File: config.mk
export PLATFORM = sky130hd
export DESIGN_NAME = draw_tile_grid_flat
export DESIGN_NICKNAME = d
export VERILOG_FILES = /design/src/rtl/draw_tile_grid_if.sv /design/src/rtl/draw_tile_grid.sv /design/src/flat_wrapper.sv
export SDC_FILE = /design/constraint.sdc
export NUM_CORES = 1
export LEC_CHECK = 0
export CORE_UTILIZATION = 45
export CTS_CLUSTER_SIZE = 16
export DETAILED_ROUTE_END_ITERATION = 6
export DONT_BUFFER_PORTS = 1
export GPL_ROUTABILITY_DRIVEN = 1
export HOLD_SLACK_MARGIN = 0.1
export PLACE_DENSITY = 0.71
export SYNTH_ARGS = -nofsm -noshare
export SYNTH_HDL_FRONTEND = slang
export SYNTH_SLANG_ARGS = --single-unit
File: constraint.sdc
create_clock -name clk -period 11.8 [get_ports clk]
set_input_delay 0 -clock clk [delete_from_list [all_inputs] [get_ports clk]]
set_output_delay 0 -clock clk [all_outputs]
set_load 0.02 [all_outputs]
File: src/rtl/draw_tile_grid_if.sv
// VGA stream bundle: raster position, sync, blanking and 12-bit colour for one pixel per clock.
interface vga_if;
  logic [10:0] vcount;
  logic        vsync;
  logic        vblnk;
  logic [10:0] hcount;
  logic        hsync;
  logic        hblnk;
  logic [11:0] rgb;

  modport in  (input  vcount, vsync, vblnk, hcount, hsync, hblnk, rgb);
  modport out (output vcount, vsync, vblnk, hcount, hsync, hblnk, rgb);
endinterface

File: src/rtl/draw_tile_grid.sv
// Tile-grid renderer with one movable sprite overlaid on the VGA stream; out.* is in.* delayed ROM_LAT+1 cycles.
// Optional DRAW_TILE_GRID_KEY_EN makes sprite pixels equal to KEY_COLOR transparent.
module draw_tile_grid #(
  parameter int          GRID_COLS = 3,
  parameter int          GRID_ROWS = 3,
  parameter int          TILE_W    = 128,
  parameter int          TILE_H    = 128,
  parameter int          TILE_GAP  = 16,
  parameter int          GRID_X0   = 64,
  parameter int          GRID_Y0   = 64,
  parameter int          SPR_W     = 128,
  parameter int          SPR_H     = 128,
  parameter int          ROM_LAT   = 1,
  parameter logic [11:0] KEY_COLOR = 12'hF0F,
  localparam int         ADDR_W    = $clog2(TILE_W * TILE_H),
  localparam int         SEL_W     = (GRID_COLS * GRID_ROWS > 1) ? $clog2(GRID_COLS * GRID_ROWS) : 1
) (
  input  logic              clk,
  input  logic              rst,
  vga_if.in                 in_i,
  vga_if.out                out_o,
  output logic [SEL_W-1:0]  tile_sel_o,
  output logic [ADDR_W-1:0] tile_addr_o,
  input  logic [11:0]       tile_rgb_i,
  input  logic [10:0]       spr_x_i,
  input  logic [10:0]       spr_y_i,
  input  logic              spr_en_i,
  output logic [ADDR_W-1:0] spr_addr_o,
  input  logic [11:0]       spr_rgb_i
);

  typedef struct packed {
    logic [10:0] vcount;
    logic        vsync;
    logic        vblnk;
    logic [10:0] hcount;
    logic        hsync;
    logic        hblnk;
    logic [11:0] rgb;
  } vga_t;

  typedef struct packed {
    vga_t vga;
    logic tile_hit;
    logic spr_hit;
  } pix_t;

`ifdef DRAW_TILE_GRID_KEY_EN
  localparam bit KEY_EN = 1'b1;
`else
  localparam bit KEY_EN = 1'b0;
`endif

  logic [11:0] h12, v12;
  logic        col_hit, row_hit;
  logic [2:0]  col_idx, row_idx;
  logic [11:0] tdx, tdy;

  assign h12 = {1'b0, in_i.hcount};
  assign v12 = {1'b0, in_i.vcount};

  // Half-open rectangles per column/row; gaps fall outside every range.
  always_comb begin
    col_hit = 1'b0;
    col_idx = '0;
    tdx     = '0;
    for (int c = 0; c < GRID_COLS; c++) begin
      if (h12 >= 12'(GRID_X0 + c * (TILE_W + TILE_GAP)) &&
          h12 <  12'(GRID_X0 + c * (TILE_W + TILE_GAP) + TILE_W)) begin
        col_hit = 1'b1;
        col_idx = 3'(c);
        tdx     = h12 - 12'(GRID_X0 + c * (TILE_W + TILE_GAP));
      end
    end
    row_hit = 1'b0;
    row_idx = '0;
    tdy     = '0;
    for (int r = 0; r < GRID_ROWS; r++) begin
      if (v12 >= 12'(GRID_Y0 + r * (TILE_H + TILE_GAP)) &&
          v12 <  12'(GRID_Y0 + r * (TILE_H + TILE_GAP) + TILE_H)) begin
        row_hit = 1'b1;
        row_idx = 3'(r);
        tdy     = v12 - 12'(GRID_Y0 + r * (TILE_H + TILE_GAP));
      end
    end
  end

  logic              tile_hit_d;
  logic [SEL_W-1:0]  tile_sel_d;
  logic [ADDR_W-1:0] tile_addr_d;

  assign tile_hit_d  = col_hit & row_hit;
  assign tile_sel_d  = tile_hit_d ? SEL_W'(int'(row_idx) * GRID_COLS + int'(col_idx)) : '0;
  assign tile_addr_d = tile_hit_d ? ADDR_W'(int'(tdy) * TILE_W + int'(tdx)) : '0;

  // Frame-start sample is bypassed so pixel (0,0) already sees the new sprite state.
  logic [10:0] spr_x_q, spr_y_q;
  logic        spr_en_q;
  logic        frame_start;
  logic [10:0] sx_eff, sy_eff;
  logic        sen_eff;
  logic [11:0] sx_lo, sx_hi, sy_lo, sy_hi, sdx, sdy;
  logic        spr_hit_d;
  logic [ADDR_W-1:0] spr_addr_d;

  assign frame_start = (in_i.hcount == 11'd0) && (in_i.vcount == 11'd0);
  assign sx_eff      = frame_start ? spr_x_i  : spr_x_q;
  assign sy_eff      = frame_start ? spr_y_i  : spr_y_q;
  assign sen_eff     = frame_start ? spr_en_i : spr_en_q;
  assign sx_lo       = {1'b0, sx_eff};
  assign sy_lo       = {1'b0, sy_eff};
  assign sx_hi       = sx_lo + 12'(SPR_W);
  assign sy_hi       = sy_lo + 12'(SPR_H);
  assign spr_hit_d   = sen_eff && (h12 >= sx_lo) && (h12 < sx_hi) && (v12 >= sy_lo) && (v12 < sy_hi);
  assign sdx         = h12 - sx_lo;
  assign sdy         = v12 - sy_lo;
  assign spr_addr_d  = spr_hit_d ? ADDR_W'(int'(sdy) * SPR_W + int'(sdx)) : '0;

  pix_t pix_d;
  always_comb begin
    pix_d.vga.vcount = in_i.vcount;
    pix_d.vga.vsync  = in_i.vsync;
    pix_d.vga.vblnk  = in_i.vblnk;
    pix_d.vga.hcount = in_i.hcount;
    pix_d.vga.hsync  = in_i.hsync;
    pix_d.vga.hblnk  = in_i.hblnk;
    pix_d.vga.rgb    = in_i.rgb;
    pix_d.tile_hit   = tile_hit_d;
    pix_d.spr_hit    = spr_hit_d;
  end

  pix_t              pipe_q [ROM_LAT];
  vga_t              out_q, out_d;
  logic [SEL_W-1:0]  tile_sel_q;
  logic [ADDR_W-1:0] tile_addr_q, spr_addr_q;
  logic              spr_opaque;
  pix_t              pix_l;

  assign pix_l      = pipe_q[ROM_LAT-1];
  assign spr_opaque = !KEY_EN || (spr_rgb_i != KEY_COLOR);

  always_comb begin
    out_d = pix_l.vga;
    if (pix_l.vga.hblnk || pix_l.vga.vblnk) begin
      out_d.rgb = 12'h000;
    end else if (pix_l.spr_hit && spr_opaque) begin
      out_d.rgb = spr_rgb_i;
    end else if (pix_l.tile_hit) begin
      out_d.rgb = tile_rgb_i;
    end
  end

  always_ff @(posedge clk) begin
    if (rst) begin
      for (int i = 0; i < ROM_LAT; i++) pipe_q[i] <= '0;
      out_q       <= '0;
      tile_sel_q  <= '0;
      tile_addr_q <= '0;
      spr_addr_q  <= '0;
      spr_x_q     <= '0;
      spr_y_q     <= '0;
      spr_en_q    <= 1'b0;
    end else begin
      pipe_q[0] <= pix_d;
      for (int i = 1; i < ROM_LAT; i++) pipe_q[i] <= pipe_q[i-1];
      out_q       <= out_d;
      tile_sel_q  <= tile_sel_d;
      tile_addr_q <= tile_addr_d;
      spr_addr_q  <= spr_addr_d;
      if (frame_start) begin
        spr_x_q  <= spr_x_i;
        spr_y_q  <= spr_y_i;
        spr_en_q <= spr_en_i;
      end
    end
  end

  assign tile_sel_o   = tile_sel_q;
  assign tile_addr_o  = tile_addr_q;
  assign spr_addr_o   = spr_addr_q;
  assign out_o.vcount = out_q.vcount;
  assign out_o.vsync  = out_q.vsync;
  assign out_o.vblnk  = out_q.vblnk;
  assign out_o.hcount = out_q.hcount;
  assign out_o.hsync  = out_q.hsync;
  assign out_o.hblnk  = out_q.hblnk;
  assign out_o.rgb    = out_q.rgb;

endmodule

File: src/flat_wrapper.sv
// flat-port wrapper written by rule: the top's interface ports become plain ports
module draw_tile_grid_flat 
#(
  parameter int          GRID_COLS = 3,
  parameter int          GRID_ROWS = 3,
  parameter int          TILE_W    = 128,
  parameter int          TILE_H    = 128,
  parameter int          TILE_GAP  = 16,
  parameter int          GRID_X0   = 64,
  parameter int          GRID_Y0   = 64,
  parameter int          SPR_W     = 128,
  parameter int          SPR_H     = 128,
  parameter int          ROM_LAT   = 1,
  parameter logic [11:0] KEY_COLOR = 12'hF0F,
  localparam int         ADDR_W    = $clog2(TILE_W * TILE_H),
  localparam int         SEL_W     = (GRID_COLS * GRID_ROWS > 1) ? $clog2(GRID_COLS * GRID_ROWS) : 1
)
  (clk, rst, tile_sel_o, tile_addr_o, tile_rgb_i, spr_x_i, spr_y_i, spr_en_i, spr_addr_o, spr_rgb_i, in_i_vcount, in_i_vsync, in_i_vblnk, in_i_hcount, in_i_hsync, in_i_hblnk, in_i_rgb, out_o_vcount, out_o_vsync, out_o_vblnk, out_o_hcount, out_o_hsync, out_o_hblnk, out_o_rgb);
  vga_if in_i_i ();
  vga_if out_o_i ();
  input  logic clk;
  input  logic rst;
  output logic [SEL_W-1:0] tile_sel_o;
  output logic [ADDR_W-1:0] tile_addr_o;
  input  logic [11:0] tile_rgb_i;
  input  logic [10:0] spr_x_i;
  input  logic [10:0] spr_y_i;
  input  logic spr_en_i;
  output logic [ADDR_W-1:0] spr_addr_o;
  input  logic [11:0] spr_rgb_i;
  input wire logic [$bits(in_i_i.vcount)-1:0] in_i_vcount;
  input wire logic [$bits(in_i_i.vsync)-1:0] in_i_vsync;
  input wire logic [$bits(in_i_i.vblnk)-1:0] in_i_vblnk;
  input wire logic [$bits(in_i_i.hcount)-1:0] in_i_hcount;
  input wire logic [$bits(in_i_i.hsync)-1:0] in_i_hsync;
  input wire logic [$bits(in_i_i.hblnk)-1:0] in_i_hblnk;
  input wire logic [$bits(in_i_i.rgb)-1:0] in_i_rgb;
  output wire logic [$bits(out_o_i.vcount)-1:0] out_o_vcount;
  output wire logic [$bits(out_o_i.vsync)-1:0] out_o_vsync;
  output wire logic [$bits(out_o_i.vblnk)-1:0] out_o_vblnk;
  output wire logic [$bits(out_o_i.hcount)-1:0] out_o_hcount;
  output wire logic [$bits(out_o_i.hsync)-1:0] out_o_hsync;
  output wire logic [$bits(out_o_i.hblnk)-1:0] out_o_hblnk;
  output wire logic [$bits(out_o_i.rgb)-1:0] out_o_rgb;
  assign in_i_i.vcount = in_i_vcount;
  assign in_i_i.vsync = in_i_vsync;
  assign in_i_i.vblnk = in_i_vblnk;
  assign in_i_i.hcount = in_i_hcount;
  assign in_i_i.hsync = in_i_hsync;
  assign in_i_i.hblnk = in_i_hblnk;
  assign in_i_i.rgb = in_i_rgb;
  assign out_o_vcount = out_o_i.vcount;
  assign out_o_vsync = out_o_i.vsync;
  assign out_o_vblnk = out_o_i.vblnk;
  assign out_o_hcount = out_o_i.hcount;
  assign out_o_hsync = out_o_i.hsync;
  assign out_o_hblnk = out_o_i.hblnk;
  assign out_o_rgb = out_o_i.rgb;
  draw_tile_grid #(.GRID_COLS(GRID_COLS), .GRID_ROWS(GRID_ROWS), .TILE_W(TILE_W), .TILE_H(TILE_H), .TILE_GAP(TILE_GAP), .GRID_X0(GRID_X0), .GRID_Y0(GRID_Y0), .SPR_W(SPR_W), .SPR_H(SPR_H), .ROM_LAT(ROM_LAT), .KEY_COLOR(KEY_COLOR)) u_core (.clk(clk), .rst(rst), .in_i(in_i_i), .out_o(out_o_i), .tile_sel_o(tile_sel_o), .tile_addr_o(tile_addr_o), .tile_rgb_i(tile_rgb_i), .spr_x_i(spr_x_i), .spr_y_i(spr_y_i), .spr_en_i(spr_en_i), .spr_addr_o(spr_addr_o), .spr_rgb_i(spr_rgb_i));
endmodule
==> impl_metrics.ini, run 1 <==
[drt]
drtPass1Iterations = 5
drt_wl_total_um = 16700
drc = 0
drt_iter0_drc = 208
final_antenna_net_count = 0
wl_per_cell_um = 17.4
num_vias = 5123
vias_per_cell = 5.34

[synth]
synth_cells = 682
yosysWarnings = 0
synth_cell_types = 63
synthTopCellsByCount = 133 x dfxtp_1, 96 x nor2_1, 70 x nor2b_1, 60 x ha_1, 35 x inv_1
synth.area.top_cells = dfxtp_1 41%, ha_1 12%, nor2b_1 6.8%
netlist_area_sq_um = 6440
yosys.area.top_type = dfxtp_1
synthFlopType = dfxtp_1
synth_top_area_share = 0.413
async_reset_ff_frac = 0
syn_avg_cell_area_sq_um = 9.44
ys_ff_latch = 133
synth_edf_count = 0
seq_area_frac_synth = 0.413
synth_most_common_cell = dfxtp_1
syn-num-nets = 834

[final_layout]
diodes = 0
nNetsFinal = 919
final_layout_size_suffix_gt1_frac = 0.0591
regArea_sq_um = 2660
area_growth_pct = 24.5
fill_cells = 1190
multiInputGateArea_sq_um = 3510
final_cells = 959
design_area_sq_um = 8020
utilization = 0.575

[global_route]
grt_usage = 0.231
grt_pass1_vias = 5205
antenna_found_initial = 0
globalRouteOverflowTotal = 0
grt_pass1_wl_um = 26000
grt_max_degree = 89

[placed_design]
portBuffers = 0
post-place-ws_ps = 7330
place_inst = 839
placed_area_sq_um = 6540
routabilityCongestion = 0.907
hpwl_um = 11000

[critical_path]
reg2reg_setup_slack_ps = 8190
worstSetupPathType = in -> reg
worstSetupStartpoint = in_i_hcount[5]
critPathRequiredTime_ps = 12090
regToRegStartpoint = u_core.spr_x_q[1]$_SDFF_PP0_
worst-endpoint-arrival_ps = 5080
end_kind = register
critPathMaxFanout = 22
worstRegToRegCells = 16
cp-start-kind = input pin
worstReg2RegEnd = u_core.spr_addr_o[13]$_SDFF_PP0_

[run_status]
status = complete, no violations

[flow_run]
cap_violations = 0

[floorplan]
die_x_um = 122
die-area_sq_um = 14800
rows = 43
die_h_um = 122
core_area_sq_um = 13900
pin_count = 157
start_util = 0.462

[power]
p_per_area_nw_per_um2 = 137
vdd_drop_max_mv = 0.0874
totalPowerFinal_mw = 1.10
leakage_nw = 3.43

[timing]
fin_setup_tns_ps = 0
fmax_mhz = 209
finalSetupViolCount = 0
rsz0062_at_grt = false
final-hold-violation-count = 0
finalWorstSetupSlack_ps = 7010
fin_hold_ws_ps = 108
fin_crit_ps = 4790
relSlewSlack = 0.465
skew_ps = 7.35
post-route-period-util = 0.406
finalMaxSlewViolations = 0
worst_pin_slew_ps = 801

[hold_path]
min_delay_worst_endpoint = u_core.tile_addr_o[7]$_SDFF_PP0_
worstHoldPathCells = 4
worstHoldStart = in_i_hcount[7]
hold_class = in -> reg

[clock_network]
root_buffer = clkbuf_16
cts.sinks = 133
cts-resized-gates = 0
tritoncts = built
cts-htree-levels = 4
clk_pin_slew_ps = 60
clock_path_buffers = 2
cts_buffers = 17
insertion_delay_ps = 420
post_cts_buffers = 0
[routing by layer]
metal  global-route usage  vias to the layer above  part of all wire  routed length, um
met5                    0                        -                 0                  0
met4               0.0864                        0             0.018                308
met3               0.0763                       25             0.079               1320
met2                0.395                      200              0.48               8060
met1                0.267                     2410              0.42               7040
li1                     -                     2488                 -                  -
[worst max-delay path by stage]
stage                     cells past startpoint  slack (ps)                          endpoint
after floorplan                              23        7820  u_core.spr_addr_o[13]$_SDFF_PP0_
after global placement                       20        7550  u_core.spr_addr_o[13]$_SDFF_PP0_
after detailed placement                     18        7330  u_core.spr_addr_o[12]$_SDFF_PP0_
after CTS                                    22        7020  u_core.spr_addr_o[13]$_SDFF_PP0_
after global routing                         22        6670  u_core.spr_addr_o[13]$_SDFF_PP0_
final                                        22        7010  u_core.spr_addr_o[13]$_SDFF_PP0_
[flip-flops by register name, summed over array words and instances (netlist names), 4 cells and up]
signal,flops
u_core.spr_addr_o,14
u_core.tile_addr_o,14
u_core.spr_y_q,11
u_core.out_o.rgb,12
u_core.tile_sel_o,4
u_core.pipe_q,40
u_core.spr_x_q,11
u_core.out_o.vcount,11
u_core.out_o.hcount,11
[logic make-up (layout without fill, tap and decap cells)]
logic type,count (synthesis),count (layout),synth area share
muxes,33,33,0.0591
xor gates and xnor gates,27,27,0.0367
buffers and inverters,60,157,0.0414
adders and majority gates,65,65,0.132
and+or+nand+nor,248,248,0.200
DFF,133,133,0.413
AOI/OAI and AO/OA,116,116,0.118
[cell usage in the layout (no fill, tap or decap), types with 4 or more instances in the layout]
cell type,Yosys,routed
dfxtp_1,133,133
nor2_1,96,96
dlygate4sd3_1,0,88
nor2b_1,70,70
ha_1,60,60
inv_1,35,35
a21oi_1,34,34
mux2i_1,29,29
nand2_1,25,25
o21ai_0,19,19
clkbuf_16,0,17
xor2_1,14,14
a21o_1,14,14
xnor2_1,13,13
nor3_1,10,10
and2_1,8,8
nand2b_1,6,6
o21a_1,6,6
nand3_1,5,5
fa_1,5,5
nand4_1,4,4
o211ai_1,4,4
and3_1,4,4
a31oi_1,4,4
mux2i_4,4,4
a211oi_1,4,4
o2111ai_1,4,4
[cell type report]
type	instances	area share
inverter	36	0.0169
multi-input combinational	489	0.438
clock inverter	12	0.0165
clock buffer	19	0.0540
sequential	133	0.332
tap	180	0.0281
timing repair buffer	90	0.114
[power by group]
part,switching [mW],internal (mW)
Combinational,0.0606,0.0602
Clock,0.195,0.309
Sequential,0.0107,0.462
Total,0.266,0.831
[worst max-delay path, stage by stage]
cell           delay (ps)
dlygate4sd3_1         610
inv_1                 240
ha_1                  230
nand4_1               170
or2_1                 270
buf_4                 280
mux2i_1               310
ha_1                  290
nor2b_1               130
o21ai_0               200
a21boi_0              120
o21ai_0               290
a211oi_1              200
or4_1                 420
nand4_1               110
ha_1                  270
a21o_1                180
a21oi_1               190
nor2b_1               100
o21ai_0               240
xnor2_1               160
nor2_1                 50
[what timing repair did]
item                       in CTS  in global routing
hold endpoints to repair      120                  0
setup endpoints to repair       0                  0
hold buffers                   89                  0
Power figures use the tool's default switching activity.
==> run 2: changes to the inputs <==
Settings changed: ABC_AREA from default to 1.
Clock period 11.8 ns to 4.6 ns, I/O delays scaled along.
==> run 2 against run 1 <==
Final cell count increased by 21%. Critical endpoint unchanged. Non-clock buffer count fell by 2. Combinational power grew to 2.9 times the previous value. Die area grew 5.0%. Wire length up 1.3%. Area after synthesis increased by 5.1%.
==> impl_metrics.ini, run 2 <==
[run_status]
status = complete, no violations

[hold_path]
hold_class = in -> reg
worstHoldPathCells = 6

[power]
p_per_area_nw_per_um2 = 353
leakage_nw = 4.12
vdd_drop_max_mv = 0.245

[drt]
vias_per_cell = 4.95
final_antenna_net_count = 0
drt_wl_total_um = 17000
drtPass1Iterations = 5
num_vias = 5737
drt_iter0_drc = 255
wl_per_cell_um = 14.6
drc = 0

[final_layout]
final_common_cell = nand2_1
area_growth_pct = 23.9
nNetsFinal = 1115
largest_reg_flops = 40
fill_cells = 1281
design_area_sq_um = 8390
final_layout_size_suffix_gt1_frac = 0.0759
largest-register = u_core.pipe_q
final_cell_mix = 152 x nand2_1, 150 x inv_1, 133 x dfxtp_1, 131 x nor2_1, 87 x dlygate4sd3_1
diodes = 0

[timing]
rsz0062_at_grt = false
post-route-period-util = 0.908
relSlewSlack = 0.244
fin_crit_ps = 4180
final-hold-violation-count = 0
fin_setup_tns_ps = 0
fmax_mhz = 239
finalMaxSlewViolations = 0
skew_ps = 7.10
worst_pin_slew_ps = 1120
finalSetupViolCount = 0

[synth]
yosys.area.top_type = dfxtp_1
ys_ff_latch = 133
async_reset_ff_frac = 0
seq_area_frac_synth = 0.393
netlist_area_sq_um = 6770
synth_top_area_share = 0.393
synth_cells = 876
synth_edf_count = 0
syn-num-nets = 1028
synth.area.top_cells = dfxtp_1 39%, ha_1 11%, nand2_1 8.4%
syn_avg_cell_area_sq_um = 7.73
yosysWarnings = 0
synth_most_common_cell = nand2_1
synthFlopType = dfxtp_1
synth_cell_types = 43
synthTopCellsByCount = 152 x nand2_1, 150 x inv_1, 133 x dfxtp_1, 131 x nor2_1, 60 x ha_1

[placed_design]
portBuffers = 0
placed_area_sq_um = 6880
hpwl_um = 11000
routabilityCongestion = 0.898

[clock_network]
tritoncts = built
post_cts_buffers = 0
root_buffer = clkbuf_16
cts-resized-gates = 0
cts.sinks = 133
clk_pin_slew_ps = 60
cts-htree-levels = 4
insertion_delay_ps = 420
cts_buffers = 17
clock_path_buffers = 2

[floorplan]
start_util = 0.464
pin_count = 157
core_area_sq_um = 14600
rows = 44
die-area_sq_um = 15500
die_h_um = 125
die_x_um = 125

[critical_path]
reg2reg_setup_slack_ps = 1270
cp-start-kind = input pin
end_kind = register
worstSetupPathType = in -> reg
worst-endpoint-arrival_ps = 4510
critPathMaxFanout = 11
worstRegToRegCells = 20
critPathRequiredTime_ps = 4940

[flow_run]
cap_violations = 0

[global_route]
grt_pass1_wl_um = 27800
grt_usage = 0.225
grt_max_degree = 89
antenna_found_initial = 1
grt_pass1_vias = 5703
globalRouteOverflowTotal = 0
==> run 2: through the flow <==
step,worst slack [ps],util,hold slack (ps),instances,power [mW]
6_report,424,0.575,117,1159,2.96
5_1_grt,7.57,0.575,149,1159,3.09
4_1_cts,339,0.574,101,1158,2.98
3_5_place_dp,510,0.472,79.7,1039,1.50
3_3_place_gp,709,0.472,77.4,1039,1.50
2_1_floorplan,1110,-,107,876,1.47
==> run 2: logic make-up after synthesis <==
family	after synthesis	share of synthesized area
fa+ha+maj	65	0.126
buf+inv	179	0.106
flops	133	0.393
compound gates	87	0.0739
simple gates	377	0.254
mux	11	0.0163
xor+xnor	24	0.0310
==> run 2: path summary, 6_finish.rpt <==
kind                                   startpoint                                 to
hold / removal                     in_i_hcount[8]   u_core.tile_addr_o[7]$_SDFF_PP0_
setup / recovery                   in_i_hcount[6]   u_core.spr_addr_o[13]$_SDFF_PP0_
hold reg to reg   u_core.pipe_q[0][16]$_SDFF_PP0_  u_core.out_o.hcount[0]$_SDFF_PP0_
setup reg to reg     u_core.spr_x_q[0]$_SDFF_PP0_   u_core.spr_addr_o[13]$_SDFF_PP0_
==> run 2: layer usage <==
metal  GRT usage  part of all wire  vias up
met5           0           0.00077        -
li1            -                 -     2921
met4      0.0865             0.022        2
met2       0.383              0.47      202
met3      0.0623             0.064       29
met1       0.268              0.44     2583
==> run 2: where the power goes <==
group          switching, mW  internal [mW]  total [mW]
Clock                  0.538          0.856        1.39
Sequential            0.0314           1.19        1.22
Combinational          0.200          0.150       0.350
Total                  0.769           2.19        2.96
==> run 2: final cells by class <==
type,count,area (sq um),area share
flip-flops and latches,133,2660,0.317
well taps,184,230,0.0274
multi-input cells,565,3400,0.405
clock inverters,14,176,0.0210
inverters,158,598,0.0713
clock buffers,17,425,0.0507
repair buffers,88,898,0.107
==> run 2: worst max-delay path, stage by stage <==
cell	delay, ps
dlygate4sd3_1	650
inv_1	140
ha_1	230
nand3_1	130
nor2_4	80
nand3_4	190
inv_2	130
or2_2	290
inv_1	70
a21oi_1	40
ha_1	230
fa_1	410
inv_1	80
nand3_1	80
nand2_1	180
a21oi_1	120
o21ai_0	200
xor2_1	170
ha_1	300
a21oi_1	150
nand2_1	100
a21o_1	180
nand2_1	60
nand2_1	40
nand2_1	50
inv_1	30
nor3_1	160
==> run 2: what timing repair did <==
| action | CTS | global route |
|---|---|---|
| endpoints found under the setup margin | 0 | 3 |
| endpoints found under the hold margin | 125 | 0 |
| hold buffers | 88 | 0 |
==> run 3: changes to the inputs <==
Settings changed: GPL_TIMING_DRIVEN from default to 0, PLACE_DENSITY 0.71 to default.
==> run 3 against run 2 <==
Sequential share of layout area down 0.61 points. Worst hold slack got worse by 8.7 ps. Core utilization increased by 1.1 points. Combinational power grew 2%. Largest cell class unchanged. Highest routed layer is now met4.
==> impl_metrics.ini, run 3 (same netlist as run 2, synthesis figures left out) <==
[global_route]
antenna_found_initial = 0
grt_pass1_vias = 5540
grt_max_degree = 17
globalRouteOverflowTotal = 0
grt_pass1_wl_um = 27400
grt_usage = 0.225

[final_layout]
area_growth_pct = 26.3
largest-register = u_core.pipe_q
final_cell_mix = 151 x nand2_1, 149 x inv_1, 133 x dfxtp_1, 131 x nor2_1, 85 x dlygate4sd3_1
final_layout_size_suffix_gt1_frac = 0.0852
regArea_sq_um = 2660
nNetsFinal = 1137
utilization = 0.586
diodes = 0
final_common_cell = nand2_1
largest_reg_flops = 40
final_cells = 1182
fill_cells = 1326
multiInputGateArea_sq_um = 3390

[placed_design]
post-place-ws_ps = 602
hpwl_um = 12000
routabilityCongestion = 0.837
place_inst = 1060
portBuffers = 0

[clock_network]
cts.sinks = 133
insertion_delay_ps = 420
clk_pin_slew_ps = 50
tritoncts = built
root_buffer = clkbuf_16
cts_buffers = 17
clock_path_buffers = 2
cts-htree-levels = 4

[critical_path]
cp-start-kind = input pin
worstSetupPathType = in -> reg
critPathMaxFanout = 10
worst-endpoint-arrival_ps = 4530
worstSetupStartpoint = in_i_hcount[4]
regToRegStartpoint = u_core.spr_x_q[0]$_SDFF_PP0_
critPathRequiredTime_ps = 4940
end_kind = register

[power]
vdd_drop_max_mv = 0.248
leakage_nw = 4.19
p_per_area_nw_per_um2 = 356

[drt]
drt_iter0_drc = 260
num_vias = 5717
final_antenna_net_count = 0
drc = 0
wl_per_cell_um = 14.3
drtPass1Iterations = 4
drt_wl_total_um = 16900
vias_per_cell = 4.84

[floorplan]
start_util = 0.464
pin_count = 157
die_x_um = 125
die-area_sq_um = 15500
die_h_um = 125
rows = 44
core_area_sq_um = 14600

[timing]
fin_crit_ps = 4190
finalMaxSlewViolations = 0
post-route-period-util = 0.910
skew_ps = 7.82
relSlewSlack = 0.556
fmax_mhz = 239
worst_pin_slew_ps = 666
finalSetupViolCount = 0
final-hold-violation-count = 0
finalWorstSetupSlack_ps = 415

[hold_path]
hold_class = in -> reg
worstHoldStart = in_i_vcount[0]

[run_status]
status = complete, no violations

[flow_run]
cap_violations = 0
run 3: changes by cell type in the layout (fill, tap and decap cells not counted), moves of 2 or more:
| cell | before | now |
|---|---|---|
| buf_1 | 0 | 3 |
| buf_4 | 0 | 5 |
| buf_6 | 0 | 3 |
| clkbuf_1 | 0 | 13 |
| clkbuf_8 | 0 | 4 |
| clkinv_2 | 2 | 0 |
| dlygate4sd3_1 | 87 | 85 |
| inv_6 | 4 | 1 |
run 3: critical path, cell delays in order:
cell and delay [ps]:
dlygate4sd3_1 650, inv_1 140, ha_1 250, nand3_1 130, nor2_4 70, nand3_4 120, buf_6 180, buf_4 240
mux2i_2 270, ha_1 330, a21oi_1 220, o21ai_0 100, nor2_1 160, o21ai_0 140, xor2_1 170, ha_1 240
fa_1 410, nand3_1 90, nand2_1 90, a21o_1 170, nand2_1 60, nand2_1 50, nand2_1 50, inv_1 30
nor3_1 140
run 3: power by group:
group	switching [mW]	internal, mW
Clock	0.506	0.968
Combinational	0.205	0.153
Sequential	0.0299	1.19
run 3: per-stage QoR:
step                hold WS (ps)  area [sq um]  setup TNS (ps)  total power [mW]
floorplan                    107          6770               0              1.47
detailed placement           111          7000               0              1.53
global route                 155          8550           -13.3              3.18
global placement             109          7000               0              1.53
finish                       108          8550               0              3.05
CTS                          104          8520               0              3.07
run 3: cell type report:
cell class,instances,share of cell area
Tap cell,184,0.0269
Sequential cell,133,0.311
Clock inverter,10,0.0197
Buffer,21,0.0143
Timing Repair Buffer,90,0.104
Multi-Input combinational cell,564,0.397
Clock buffer,22,0.0566
Inverter,158,0.0699
run 3: per-layer routing:
layer  global-route usage  routed length [um]
met3               0.0511                 862
met5                    0                   0
met1                0.277                7820
met2                0.386                8000
met4               0.0765                 216
run 3: path summary, 6_finish.rpt:
kind | endpoint | slack (ps) | cells past startpoint
worst max register to register | u_core.spr_addr_o[13]$_SDFF_PP0_ | 1390 | 20
worst max-delay path | u_core.spr_addr_o[13]$_SDFF_PP0_ | 410 | 25
worst min-delay path | u_core.spr_en_q$_SDFF_PP0_ | 110 | 6
worst min register to register | u_core.out_o.hsync$_SDFF_PP0_ | 400 | 2
run 3: repair_timing:
action	in CTS	in global routing
setup endpoints to repair	0	2
hold endpoints to repair	95	0
hold buffers	86	0
gates resized for setup	0	5
buffers inserted	0	4
